[src/rtl/dino_pkg.sv]
// Shared constants and types for the dino score display.
// Score width, digit count, converter states and 7-segment table.
package dino_pkg;

    localparam int SCORE_W    = 16;
    localparam int NUM_DIGITS = 5;
    localparam int BCD_W      = 4 * NUM_DIGITS;

    typedef enum logic [1:0] {
        ST_IDLE,
        ST_SHIFT,
        ST_LATCH
    } conv_st_e;

    // {g,f,e,d,c,b,a}, active-high; index = nibble, A-F dark
    localparam logic [15:0][6:0] SEG7 = {
        7'h00, 7'h00, 7'h00, 7'h00, 7'h00, 7'h00,
        7'h6F, 7'h7F, 7'h07, 7'h7D, 7'h6D,
        7'h66, 7'h4F, 7'h5B, 7'h06, 7'h3F
    };

endpackage

[src/rtl/bin2bcd_seq.sv]
// Sequential double-dabble: 16-bit binary to 5-digit BCD, 18 cycles.
// Ports: clk, rst_n, start, bin in; bcd (valid while done), done out.
module bin2bcd_seq
    import dino_pkg::*;
(
    input  logic               clk,
    input  logic               rst_n,
    input  logic               start,
    input  logic [SCORE_W-1:0] bin,
    output logic [BCD_W-1:0]   bcd,
    output logic               done
);

    conv_st_e           state_q, state_d;
    logic [SCORE_W-1:0] bin_q, bin_d;
    logic [BCD_W-1:0]   acc_q, acc_d;
    logic [3:0]         cnt_q, cnt_d;
    logic [BCD_W-1:0]   adj;

    always_comb begin
        state_d = state_q;
        bin_d   = bin_q;
        acc_d   = acc_q;
        cnt_d   = cnt_q;
        adj     = acc_q;
        unique case (state_q)
            ST_IDLE: begin
                if (start) begin
                    bin_d   = bin;
                    acc_d   = '0;
                    cnt_d   = '0;
                    state_d = ST_SHIFT;
                end
            end
            ST_SHIFT: begin
                for (int i = 0; i < NUM_DIGITS; i++) begin
                    if (acc_q[4*i +: 4] >= 4'd5)
                        adj[4*i +: 4] = acc_q[4*i +: 4] + 4'd3;
                end
                {acc_d, bin_d} = {adj, bin_q} << 1;
                cnt_d = cnt_q + 4'd1;
                if (cnt_q == 4'd15)
                    state_d = ST_LATCH;
            end
            ST_LATCH: state_d = ST_IDLE;
            default:  state_d = ST_IDLE;
        endcase
    end

    always_ff @(posedge clk or negedge rst_n) begin
        if (!rst_n) begin
            state_q <= ST_IDLE;
            bin_q   <= '0;
            acc_q   <= '0;
            cnt_q   <= '0;
        end else begin
            state_q <= state_d;
            bin_q   <= bin_d;
            acc_q   <= acc_d;
            cnt_q   <= cnt_d;
        end
    end

    assign bcd  = acc_q;
    assign done = (state_q == ST_LATCH);

endmodule

[src/rtl/dino_score_display.sv]
// Score display: high-score tracking, BCD conversion, 7-seg scan.
// Ports: clk, rst_n, score, game_over, show_high in; seg, digit_sel, conv_done, high_score out.
module dino_score_display
    import dino_pkg::*;
#(
    parameter int SCAN_DIV = 1024
) (
    input  logic                  clk,
    input  logic                  rst_n,
    input  logic [SCORE_W-1:0]    score,
    input  logic                  game_over,
    input  logic                  show_high,
    output logic [6:0]            seg,
    output logic [NUM_DIGITS-1:0] digit_sel,
    output logic                  conv_done,
    output logic [SCORE_W-1:0]    high_score
);

    localparam int              PRE_W   = $clog2(SCAN_DIV);
    localparam logic [PRE_W-1:0] PRE_MAX = PRE_W'(SCAN_DIV - 1);

    logic [SCORE_W-1:0]    high_q, high_d;
    logic [BCD_W-1:0]      disp_q, disp_d;
    logic                  done_q, done_d;
    logic [PRE_W-1:0]      pre_q, pre_d;
    logic [2:0]            idx_q, idx_d;
    logic [NUM_DIGITS-1:0] sel_q, sel_d;
    logic [6:0]            seg_q, seg_d;

    logic [SCORE_W-1:0] src;
    logic [BCD_W-1:0]   bcd;
    logic               cv_done;
    logic [BCD_W-1:0]   upper;

    assign src = show_high ? high_q : score;

    bin2bcd_seq u_conv (
        .clk   (clk),
        .rst_n (rst_n),
        .start (1'b1),
        .bin   (src),
        .bcd   (bcd),
        .done  (cv_done)
    );

    always_comb begin
        high_d = high_q;
        if (game_over && (score > high_q))
            high_d = score;

        disp_d = cv_done ? bcd : disp_q;
        done_d = cv_done;

        pre_d = pre_q + PRE_W'(1);
        idx_d = idx_q;
        if (pre_q == PRE_MAX) begin
            pre_d = '0;
            idx_d = (idx_q == 3'd4) ? 3'd0 : idx_q + 3'd1;
        end

        // select and segments both follow the next index so they move together
        sel_d = NUM_DIGITS'(1) << idx_d;
        upper = disp_q >> (4 * idx_d);
        if ((idx_d != 3'd0) && (upper == '0))
            seg_d = '0;
        else
            seg_d = SEG7[upper[3:0]];
    end

    always_ff @(posedge clk or negedge rst_n) begin
        if (!rst_n) begin
            high_q <= '0;
            disp_q <= '0;
            done_q <= 1'b0;
            pre_q  <= '0;
            idx_q  <= '0;
            sel_q  <= '0;
            seg_q  <= '0;
        end else begin
            high_q <= high_d;
            disp_q <= disp_d;
            done_q <= done_d;
            pre_q  <= pre_d;
            idx_q  <= idx_d;
            sel_q  <= sel_d;
            seg_q  <= seg_d;
        end
    end

    assign seg        = seg_q;
    assign digit_sel  = sel_q;
    assign conv_done  = done_q;
    assign high_score = high_q;

endmodule

[config.mk]
export PLATFORM = sky130hd
export DESIGN_NAME = dino_score_display
export DESIGN_NICKNAME = d
export VERILOG_FILES = /design/src/rtl/dino_pkg.sv /design/src/rtl/bin2bcd_seq.sv /design/src/rtl/dino_score_display.sv
export SDC_FILE = /design/constraint.sdc
export NUM_CORES = 1
export LEC_CHECK = 0
export CAP_MARGIN = 20
export CORE_ASPECT_RATIO = 1.75
export CORE_MARGIN = 2
export CORE_UTILIZATION = 63
export CTS_CLUSTER_DIAMETER = 200
export CTS_CLUSTER_SIZE = 30
export DETAILED_ROUTE_END_ITERATION = 16
export PLACE_DENSITY = 0.95
export SETUP_SLACK_MARGIN = 0.4
export SLEW_MARGIN = 10
export SYNTH_ARGS = -nofsm -noshare
export SYNTH_HDL_FRONTEND = slang
export SYNTH_SLANG_ARGS = --single-unit
[constraint.sdc]
create_clock -name clk -period 10.2 [get_ports clk]
set_clock_uncertainty 0.05 [all_clocks]
set_input_delay 2.04 -clock clk [delete_from_list [all_inputs] [get_ports clk]]
set_output_delay 2.04 -clock clk [all_outputs]
set_load 0.01 [all_outputs]
Word-level counts from Yosys, hierarchy flattened
Memory sizes are Yosys's and may differ from the RTL's.
Cells that the tools add are included.
{ "totals": {"latchBits": 0, "memories": 1, "wordCells": 57, "ram_bits": 0, "register_bits": 104, "in_bits": 20, "mem_bits_ro": 112, "output_inout_bits": 29} }
{ "classes": {"div_mod_pow": 0, "multipliers": 0, "n_lt_le_gt_ge": 7, "n_reduce_logical": 6, "shift": 2, "mux": 16, "n_bitwise": 0, "eq_ne": 6, "addsub": 8} }
{ "memory_table": {"columns": ["memory", "words", "width", "rd", "rd_clocked_by_memory_dff", "wr", "line_no", "source"], "rows": [
  ["(no name shown)", 16, 7, 1, 0, 0, "dino_score_display.sv:67", "seg_d = SEG7[upper[3:0]];"]
]} }
{ "ops": {"columns": ["op", "n"], "rows": [
  ["one-hot mux 20 bit (2 select lines)", 1],
  ["one-hot mux 16 bit (2 select lines)", 1],
  [">= comparator 4 x 3 -> 1 bit (second input constant)", 5],
  ["logical NOT 20 bit", 1],
  [">> shifter 20 x 5 -> 20 bit", 1],
  ["adder 4 x 2 -> 4 bit (second input constant)", 4],
  ["greater-than comparator 16 bit", 1],
  ["two-way mux 16 bit", 1],
  ["two-way mux 4 bit", 4],
  ["two-way mux 7 bit", 2],
  ["adder 10 x 1 -> 10 bit (second input constant)", 1],
  ["== test 10 bit (second input constant)", 1],
  ["two-way mux 10 bit", 1],
  ["two-way mux 3 bit", 3],
  ["one-hot mux 4 bit (2 select lines)", 1],
  ["less-than comparator 4 x 5 -> 1 bit (second input constant)", 1],
  ["left shift 1 x 3 -> 5 bit (first input constant)", 1],
  ["adder 4 x 1 -> 4 bit (second input constant)", 1],
  ["== test 4 bit (second input constant)", 1],
  ["one-hot mux 2 bit (2 select lines)", 1],
  ["adder 3 x 1 -> 3 bit (second input constant)", 1],
  ["adder 3 x 2 -> 3 bit (second input constant)", 1],
  ["== test 3 bit (second input constant)", 1],
  ["nonzero test 3 bit", 1],
  ["other kinds (7)", 8]
]} }

Depth between registers and ports, before layout
Gate-level depths: netlist of the first run.
{ "depth": {"word_depth": 7, "ltp_mapped": 16, "depth_no_buf": 14} }

Cells and area by module
Synthesis of the first run repeated with hierarchy kept, for this count alone.
{ "unflattened": {"hier_cells": 540, "area_unflattened_um2": 5759.3} }
{ "modules_own_cells": {"columns": ["mod", "instances", "area_per_inst_um2", "cells_per_inst", "seq_area_each_um2"], "rows": [
  ["dino_score_display", 1, 3553.4, 318, 1551.5],
  ["bin2bcd_seq", 1, 2205.9, 222, 1051.0]
]} }

Least setup slack after synthesis of the first run
Ideal clock, no wire load.
{ "synth_path": {"path_kind": "input to register", "start": "input port score[1]", "end": "register high_q[10] (netlist: high_score[10])", "t_required_ns": 10.012, "path_stages": 9, "path_slack_ns": 6.267, "t_arrival_ns": 3.745, "path_cell_list": "ha_1 > nor2b_1 > o21a_1 > o21a_1 > o211ai_1 > a21oi_1 > o21a_1 > clkbuf_1 > o211ai_1"} }
{ "synth_between": {"elab_chain_cells": 2} }
{ "synth_lines": {"columns": ["item", "line_no", "source"], "rows": [
  ["start: declaration", "dino_score_display.sv:10", "input logic [SCORE_W-1:0] score,"],
  ["greater-than comparator 16 bit", "dino_score_display.sv:48", "if (game_over && (score > high_q))"],
  ["logical AND 1 bit", "dino_score_display.sv:48", null],
  ["end signal: assignment", "dino_score_display.sv:80", "high_q <= high_d;"],
  ["end: declaration", "dino_score_display.sv:22", "logic [SCORE_W-1:0] high_q, high_d;"]
]} }
No other way between the ends.
A chain may end at the register's enable or synchronous reset.

Worst setup path after layout of the first run
{ "layout_path": {"start": "input port score[14]", "end": "register high_q[0] (netlist: high_score[0])"} }
Same word-level chain as after synthesis.

==> results of run 1 <==
registers in the layout, indices dropped and copies added, names as in the netlist:
| name | cells |
|---|---|
| u_conv.bcd | 20 |
| disp_q | 20 |
| high_score | 16 |
| pre_q | 10 |
| u_conv.state_q | 2 |
| idx_q | 3 |
| u_conv.bin_q | 16 |
| u_conv.cnt_q | 4 |
| digit_sel | 5 |
| conv_done | 1 |
| seg | 7 |
power by group:
part	switching (W)	leakage, nW	internal, W	total (W)
Combinational	0.000311	1.64	0.000281	0.000592
Sequential	0.0000933	1.31	0.000510	0.000603
Clock	0.000150	0.128	0.000171	0.000321
stage by stage:
stage          setup WS [ns]  power (W)  hold slack, ns  std cells
6_report                5.94    0.00152           0.435        805
3_5_place_dp            5.27    0.00118           0.421        785
4_1_cts                 5.64    0.00151           0.439        801
2_1_floorplan           6.27   0.000963           0.398        646
5_1_grt                 5.86    0.00162           0.458        805
3_3_place_gp            5.45    0.00113           0.412        785
tightest hold or removal path: stages (launching register included):
cell and delay [ns]:
dfrtp_1 0.34, nand2_1 0.04, o21ai_0 0.06
cells in the final DEF (no fill, tap or decap), drive strengths merged, types with 2 or more instances in the layout:
master,count
and2,2
nand4,11
ha,35
inv,39
o21ai,54
clkinv,3
a21o,6
clkdlybuf4s50,47
buf,10
nand3,11
nand2b,10
nand2,94
nor2b,2
a211oi,2
nor3,4
mux2,16
a21oi,47
o211ai,20
o31ai,6
clkinvlp,3
a31oi,2
dfrtp,104
and4,4
o2111ai,17
clkbuf,11
xnor2,8
nor4,3
mux2i,21
o21a,5
a22oi,3
xor2,8
nor2,58
a22o,7
logic make-up after synthesis:
group,count (synthesis),synth area share [%]
compound gates,178,19.3
fa+ha+maj,35,7.40
mux,37,6.73
flops,104,44.0
simple gates,202,15.3
xor+xnor,16,2.37
buf+inv,74,4.91
layer usage:
metal	part of all wire, %	GRT usage, %	vias up
met2	55	51.4	170
met1	37	31.1	2439
met4	3.6	12.7	0
li1	-	-	2340
met3	4.3	3.90	46
met5	0	0	-
final timing paths:
| check | startpoint | endpoint | slack (ns) | depth (start not counted) |
|---|---|---|---|---|
| hold reg to reg | u_conv.bin_q[2] | u_conv.bin_q[2] | 0.43 | 2 |
| min in group asynchronous | rst_n | pre_q[9] | 1.52 | 1 |
| hold / removal | u_conv.bin_q[2] | u_conv.bin_q[2] | 0.43 | 2 |
| max in group asynchronous | rst_n | disp_q[18] | 7.52 | 3 |
| setup reg to reg | pre_q[0] | seg[5] | 6.14 | 11 |
| setup / recovery | score[14] | high_score[0] | 5.94 | 10 |
area by class of cell:
class,count,area [µm²]
clock buffer,11,243
clock inverter,5,32.5
fill,624,2310
inverter,40,151
multi-input combinational,468,3030
sequential,104,2600
tap,120,150
timing repair buffer,57,571
==> results.md, run 1 <==
* Post-CTS sizing at 0
* Area contributors post-synth: dfrtp_1, ha_1, nand2_1, o21ai_0, a21oi_1
* Startpoint Class: input pin
* Final Wtd Congestion at 0.896
* Ys async rst share at 100%
* Clock buffers created by TritonCTS at 9
* Iter 0 DRT Violations at 305
* Post-layout nets at 735
* Routed Antenna Nets at 0
* Clock slew at reported path FFs at 0.07 ns
* RSZ-0062 raised after global routing: no
* Synth Instances at 646
* Sequential fraction of the synthesis area at 44.0%
* Avg Inst Size Synth at 9.16 µm²
* Max Cap Viol at 0
* PortBufs at 48
* Htree depth at 3
* Cell Chain, Critical Path: clkdlybuf4s50_1 -> ha_1 -> nand4_1 -> nor2_1 -> buf_4 -> nand2_1 -> nand2_1 -> nor3_1 -> a21oi_1 -> o211ai_1
* Share of layout cells above drive strength 1 at 7.59%
* Vias at 4995
* Worst VDD drop at 0.183 mV
* Utilization after layout at 74.6%
* Leakage at 3.07 nW
* Prevailing post-synth register cell: dfrtp_1
* Fmax at 235 MHz
* Worst Setup Path Type: input pin to flip-flop
* Die height at 132 µm
* First-pass GRT wire length at 23200 µm
* Design area at 0.00678 mm²
* Area growth from synthesis to layout at 14.7%
* Commonest cells post-synth: dfrtp_1, nand2_1, nor2_1
* Routed length per instance at 16.9 µm
* GRT Overall Usage at 27.9%
* Largest stage delay, worst path at 0.51 ns
* Setup crit end kind: flip-flop
* Initial Util at 65.1%
* Core area at 0.00909 mm²
* Fin crit period at 4.26 ns
* Number of global-route vias before repair at 5007
* Area of the mapped netlist at 0.00592 mm²
* Initial DRT Pass Iterations at 5
* Synth Register Bits at 104
* CP Buf/Inv Count at 2
* CTS tree: built
* Num ports at 49
* Critical Path Fanout Max at 19
* Share of the synthesized area in the top cell type at 44.0%
* Clock Latency Late Sink at 0.35 ns
* CTS sink count at 104
* Post-DP Area at 0.00645 mm²
* Ant diodes at 0
* Pwr dens at 223 mW/mm²
* Syn. warnings at 0
* Initial antenna violation count at 0
* Yosys top cell by area: dfrtp_1
* Post-CTS Hold Fix Bufs at 0
* Final setup violating endpoints at 0
* Worst EP required at 10.36 ns
* Row count at 46
* Status: finished clean
* Drt drc at 0
* Most common cell in the netlist: dfrtp_1
* Setup tns final at 0 ns
* Clock buffer depth at 2
* Fin crit share at 41.8%
* Die width at 77.3 µm
* Total gr overflow at 0
* Number of enable flip-flop cells after synthesis at 0
* Die Footprint at 0.0102 mm²
* Mapped Nets at 701
* Post-DP HPWL at 9410 µm
* Post CTS Setup Buffer Count at 0
* Hold Crit Class: flip-flop to flip-flop
* Largest net degree at the start of global routing at 82
* CP top delay family: simple AND/OR/NAND/NOR gates
* Worst path slowest cell: nand2_1
* Worst Path Arrival at 4.42 ns
* Slew Limit Headroom at 32.4%
* Cell variety after synth at 54
* CTS Root Cell: clkbuf_16
* Via density at 6.20
* Most used cell, CP: nand2_1
* Post-Route WL at 13600 µm
* Worst slew pin tran at 1.01 ns
* Final hold vios at 0
* Slew Viols, Final at 0
No activity file was read; power rests on OpenSTA's default activity.
==> inputs of run 2 (changes only) <==
--- a/config.mk
+++ b/config.mk
@@ -8,11 +8,11 @@
 export CAP_MARGIN = 20
 export CORE_ASPECT_RATIO = 1.75
 export CORE_MARGIN = 2
-export CORE_UTILIZATION = 63
+export CORE_UTILIZATION = 59
 export CTS_CLUSTER_DIAMETER = 200
 export CTS_CLUSTER_SIZE = 30
 export DETAILED_ROUTE_END_ITERATION = 16
-export PLACE_DENSITY = 0.95
+export PLACE_DENSITY = 0.92
 export SETUP_SLACK_MARGIN = 0.4
 export SLEW_MARGIN = 10
 export SYNTH_ARGS = -nofsm -noshare
==> constraint.sdc (replaced) <==
create_clock -name clk -period 4.5 [get_ports clk]
set_clock_uncertainty 0.05 [all_clocks]
set_input_delay 0.9 -clock clk [delete_from_list [all_inputs] [get_ports clk]]
set_output_delay 0.9 -clock clk [all_outputs]
set_load 0.01 [all_outputs]
==> run 2 against run 1 <==
  * Critical path type is now flip-flop to flip-flop
  * Count of clock-buffer cells in the layout grew 3
  * Via count shrank 1.5%
  * Final area grew 0.22%
  * Die area grew 6.5%
  * Total power grew 130%
  * Combinational power grew 120%
  * Critical path depth grew 2
  * Final cell count grew 0.99%
  * Utilization shrank 5.1 points
==> results.md, run 2 (synthesized netlist as in run 1, its figures left out) <==
* Status: finished clean
* Commonest cells after routing, fill and taps aside: dfrtp_1, nand2_1, nor2_1, o21ai_0
* Worst Path Arrival at 4.05 ns
* Critical R2R Capture: seg[0]
* Post-route insts no fill at 813
* Startpoint Class: flip-flop
* Num ports at 49
* Core area at 0.00979 mm²
* Slew Viols, Final at 0
* Initial antenna violation count at 0
* Area growth from synthesis to layout at 14.9%
* Final Wtd Congestion at 0.916
* Endpoint, Worst Hold: u_conv.bin_q[2]
* Clock buffer depth at 2
* Fmax at 257 MHz
* RSZ-0062 raised after global routing: no
* Drt drc at 0
* Ant diodes at 0
* Max Cap Viol at 0
* Flop2flop setup slack at 0.61 ns
* Routed Antenna Nets at 0
* Iter 0 DRT Violations at 248
* Post-DP Area at 0.00649 mm²
* Worst VDD drop at 0.446 mV
* PortBufs at 48
* Hold Crit Depth at 2
* Leakage at 3.09 nW
* Initial Util at 60.4%
* Pwr dens at 506 mW/mm²
* Design area at 0.00680 mm²
* Vias at 4918
* Initial DRT Pass Iterations at 5
* Post-Route WL at 12900 µm
* Cells on worst reg2reg path at 12
* Fin crit share at 86.5%
* Clock slew at reported path FFs at 0.07 ns
* Min-Delay Startpoint: u_conv.bin_q[2]
* Row count at 48
* Total gr overflow at 0
* First-pass GRT wire length at 21900 µm
* Largest net degree at the start of global routing at 69
* Number of global-route vias before repair at 5005
* CTS tree: built
* RR Startpoint: pre_q[0]
* GRT Overall Usage at 25.5%
* Post-layout nets at 738
* Die Footprint at 0.0109 mm²
* Slew Limit Headroom at 35.3%
* Commonest non-fill, non-tap cell in the layout: dfrtp_1
* Clock buffers created by TritonCTS at 9
* Routed length per instance at 15.9 µm
* Worst EP required at 4.66 ns
* Worst slew pin tran at 0.967 ns
* Setup crit end kind: flip-flop
* Fin crit period at 3.89 ns
* Share of layout cells above drive strength 1 at 7.85%
* Final setup violating endpoints at 0
* Die height at 136 µm
* Htree depth at 3
* CTS sink count at 104
* Clock Latency Late Sink at 0.35 ns
* Setup tns final at 0 ns
* Final hold vios at 0
* Worst Setup Path Type: flip-flop to flip-flop
* Die width at 79.7 µm
* Via density at 6.05
* CTS Root Cell: clkbuf_16
* Critical Path Fanout Max at 11
* Hold Crit Class: flip-flop to flip-flop
* # placed instances at 795
* Post-DP HPWL at 9410 µm
-- run 2: cell types whose count changed in the layout (fill, tap and decap cells not counted), sizes merged --
cell / change
clkinvlp: -2
clkbuf: +3
buf: +3
clkinv: -1
-- run 2: critical path: stages, from the launching register on --
cell	delay, ns
dfrtp_1	0.39
ha_1	0.27
and4_1	0.30
nand3_1	0.18
o21a_4	0.29
inv_2	0.15
mux2_4	0.33
a222oi_1	0.63
ha_1	0.33
o21ai_0	0.11
a31o_2	0.25
o21ai_1	0.30
a22oi_1	0.16
-- run 2: how the worst max path moves through the flow --
stage | startpoint | to | slack (ns)
6_report | pre_q[0] | seg[0] | 0.61
5_1_grt | pre_q[0] | seg[0] | 0.35
4_1_cts | pre_q[0] | seg[0] | 0.67
3_5_place_dp | pre_q[0] | seg[0] | 0.70
3_3_place_gp | pre_q[0] | seg[3] | 0.97
2_1_floorplan | pre_q[0] | seg[0] | 1.17
-- run 2: per-layer routing --
layer / vias to the layer above / global-route usage [%] / wire length [µm]
met3: 44 / 4.58 / 525
li1: 2357 / - / -
met2: 157 / 46.6 / 7130
met5: - / 0 / 0
met1: 2360 / 26.3 / 4680
met4: 0 / 15.0 / 581
-- run 2: through the flow --
| stage | power (W) | hold slack (ns) | utilization [%] | worst slack [ns] |
|---|---|---|---|---|
| 2_1_floorplan | 0.00218 | 0.398 | - | 1.17 |
| 3_3_place_gp | 0.00258 | 0.410 | 66.3 | 0.970 |
| 3_5_place_dp | 0.00269 | 0.425 | 66.3 | 0.704 |
| 4_1_cts | 0.00344 | 0.440 | 69.2 | 0.674 |
| 5_1_grt | 0.00367 | 0.468 | 69.5 | 0.351 |
| 6_report | 0.00344 | 0.438 | 69.5 | 0.606 |
-- run 2: repair_timing --
action / in CTS / in global routing
resized for setup: 0 / 0
hold buffers: 0 / 0
buffers inserted: 0 / 1
setup endpoints to repair: 0 / 1
-- run 2: power by group --
| part | internal, W | leakage (nW) | total [W] | switching [W] |
|---|---|---|---|---|
| Combinational | 0.000631 | 1.64 | 0.00132 | 0.000692 |
| Clock | 0.000420 | 0.139 | 0.000747 | 0.000327 |
| Sequential | 0.00116 | 1.31 | 0.00137 | 0.000214 |
-- run 2: area by class of cell --
class	count	area, µm²
clock inverters	2	12.5
well taps	125	156
inverters	40	151
flip-flops and latches	104	2600
clock buffers	14	274
repair buffers	60	576
fillers	723	2990
multi-input cells	468	3030
==> inputs of run 3 (changes only) <==
--- a/config.mk
+++ b/config.mk
@@ -5,9 +5,8 @@
 export SDC_FILE = /design/constraint.sdc
 export NUM_CORES = 1
 export LEC_CHECK = 0
-export CAP_MARGIN = 20
 export CORE_ASPECT_RATIO = 1.75
-export CORE_MARGIN = 2
+export CORE_MARGIN = 4
 export CORE_UTILIZATION = 59
 export CTS_CLUSTER_DIAMETER = 200
 export CTS_CLUSTER_SIZE = 30
==> run 3 against run 2 <==
  * Final cell count decreased by 0.25%
  * Fmax is 1.4% lower
  * Global-route usage decreased by 0.10 points
  * Final area is 0.61% higher
  * Flip-flop and latch count stayed put
  * Largest cell class unchanged
  * Die area rose by 8.1%
==> results.md, run 3 (synthesized netlist as in run 1, its figures left out) <==
* Status: finished clean
* Critical Path Fanout Max at 5
* Setup tns final at 0 ns
* Htree depth at 3
* Worst VDD drop at 0.517 mV
* Worst slew pin tran at 1.11 ns
* Slew Viols, Final at 0
* Final hold vios at 0
* Via density at 6.24
* Worst Setup Path Type: flip-flop to flip-flop
* Clock buffer depth at 2
* Die Footprint at 0.0118 mm²
* Routed length per instance at 17.6 µm
* Sequential Area at 0.00260 mm²
* Routed Antenna Nets at 0
* CP Buf/Inv Count at 0
* Critical R2R Capture: seg[5]
* Min-Delay Startpoint: u_conv.bin_q[0]
* Total gr overflow at 0
* RR Startpoint: pre_q[0]
* Hold WS at 0.439 ns
* Endpoint, Worst Hold: u_conv.bin_q[0]
* CP top delay family: compound AO/OA/AOI/OAI gates
* Post-Route WL at 14300 µm
* Clock Latency Late Sink at 0.35 ns
* Clock slew at reported path FFs at 0.07 ns
* Fin crit period at 3.95 ns
* Leakage at 3.11 nW
* First-pass GRT wire length at 24400 µm
* Core area at 0.00985 mm²
* CTS Root Cell: clkbuf_16
* PortBufs at 48
* GRT Overall Usage at 25.3%
* Max Cap Viol at 0
* Fin crit share at 87.7%
* Worst EP required at 4.64 ns
* Die height at 140 µm
* Worst path slowest cell: a222oi_1
* Share of layout cells above drive strength 1 at 7.87%
* Final Wtd Congestion at 1.03
* Ant diodes at 0
* Hold Crit Depth at 2
* Setup crit end kind: flip-flop
* Initial DRT Pass Iterations at 6
* Startpoint Class: flip-flop
* Drt drc at 0
* Worst Path Arrival at 4.09 ns
* Fillers at 721
* Largest net degree at the start of global routing at 82
* Final setup violating endpoints at 0
* Post-DP HPWL at 9680 µm
* Area growth from synthesis to layout at 15.6%
* Commonest cells after routing, fill and taps aside: dfrtp_1, nand2_1, nor2_1, o21ai_0
* Utilization after layout at 69.4%
* Row count at 48
* Cells on worst reg2reg path at 11
* Clock buffers created by TritonCTS at 9
* Vias at 5061
* Initial antenna violation count at 0
* Cell Chain, Critical Path: ha_1 -> nand4_1 -> nor3_2 -> mux2i_2 -> nor2_1 -> a222oi_1 -> ha_1 -> o21ai_0 -> a31o_2 -> o21ai_1 -> a22oi_1
* Commonest non-fill, non-tap cell in the layout: dfrtp_1
* Most used cell, CP: ha_1
* RSZ-0062 raised after global routing: no
* CTS tree: built
* Post-layout nets at 736
* Pwr dens at 531 mW/mm²
* Number of global-route vias before repair at 5242
* Hold Crit Class: flip-flop to flip-flop
* Post-route insts no fill at 811
* CTS sink count at 104
* Flop2flop setup slack at 0.55 ns
* Num ports at 49
* Fmax at 253 MHz
* Die width at 83.7 µm
* Largest stage delay, worst path at 0.60 ns
* # placed instances at 793
* Slew Limit Headroom at 26.1%
* Post-CTS Hold Fix Bufs at 0
* Iter 0 DRT Violations at 355
* Initial Util at 60.1%
* Multi-input logic area at 0.00303 mm²
[run 3: changes by cell type in the layout (fill, tap and decap cells not counted)]
cell        delta
mux2i_2        +1
clkinv_4       +1
mux2i_1        -1
clkbuf_8       -2
clkinvlp_4     -1
bufinv_16      +3
buf_4          -1
buf_8          -1
clkbuf_1       -1
[run 3: tightest hold or removal path: stages, from the launching register on]
cell and delay [ns]:
dfrtp_1 0.35, nand2_1 0.05, o31ai_1 0.05
[run 3: timing repair]
item / CTS / global route
setup buffers: 0 / 2
endpoints found under the setup margin: 0 / 5
hold endpoints to repair: 0 / 0
resized for setup: 0 / 1
[run 3: worst max-delay path by stage]
stage / start / endpoint / slack [ns] / cells after the start
after global routing: pre_q[0] / seg[5] / 0.32 / 11
after floorplan: pre_q[0] / seg[0] / 1.17 / 13
after detailed placement: pre_q[0] / seg[5] / 0.66 / 12
after CTS: pre_q[0] / seg[5] / 0.48 / 11
after global placement: pre_q[0] / seg[3] / 0.92 / 12
final: pre_q[0] / seg[5] / 0.55 / 11
[run 3: layout make-up]
cell class	instances	share of cell area [%]
timing repair buffer	58	8.08
inverter	40	2.21
clock buffer	11	3.55
tap	125	2.29
clock inverter	5	1.52
sequential	104	38.0
multi-input combinational	468	44.3
[run 3: through the flow]
step / setup WS (ns) / power, W / instance area [µm²]
floorplan: 1.17 / 0.00218 / 5920
global placement: 0.923 / 0.00258 / 6470
detailed placement: 0.660 / 0.00269 / 6470
CTS: 0.483 / 0.00361 / 6820
global route: 0.323 / 0.00386 / 6840
finish: 0.553 / 0.00363 / 6840
[run 3: per-layer routing]
| layer | part of all wire, % | track usage, % |
|---|---|---|
| met5 | 0 | 0 |
| met4 | 5.1 | 14.5 |
| met3 | 3.8 | 3.41 |
| met2 | 56 | 47.4 |
| met1 | 35 | 26.7 |
[run 3: where the power goes]
group	leakage, nW	internal [W]	switching [W]	total, W
Combinational	1.63	0.000635	0.000715	0.00135
Sequential	1.31	0.00116	0.000220	0.00138
Clock	0.170	0.000559	0.000347	0.000906
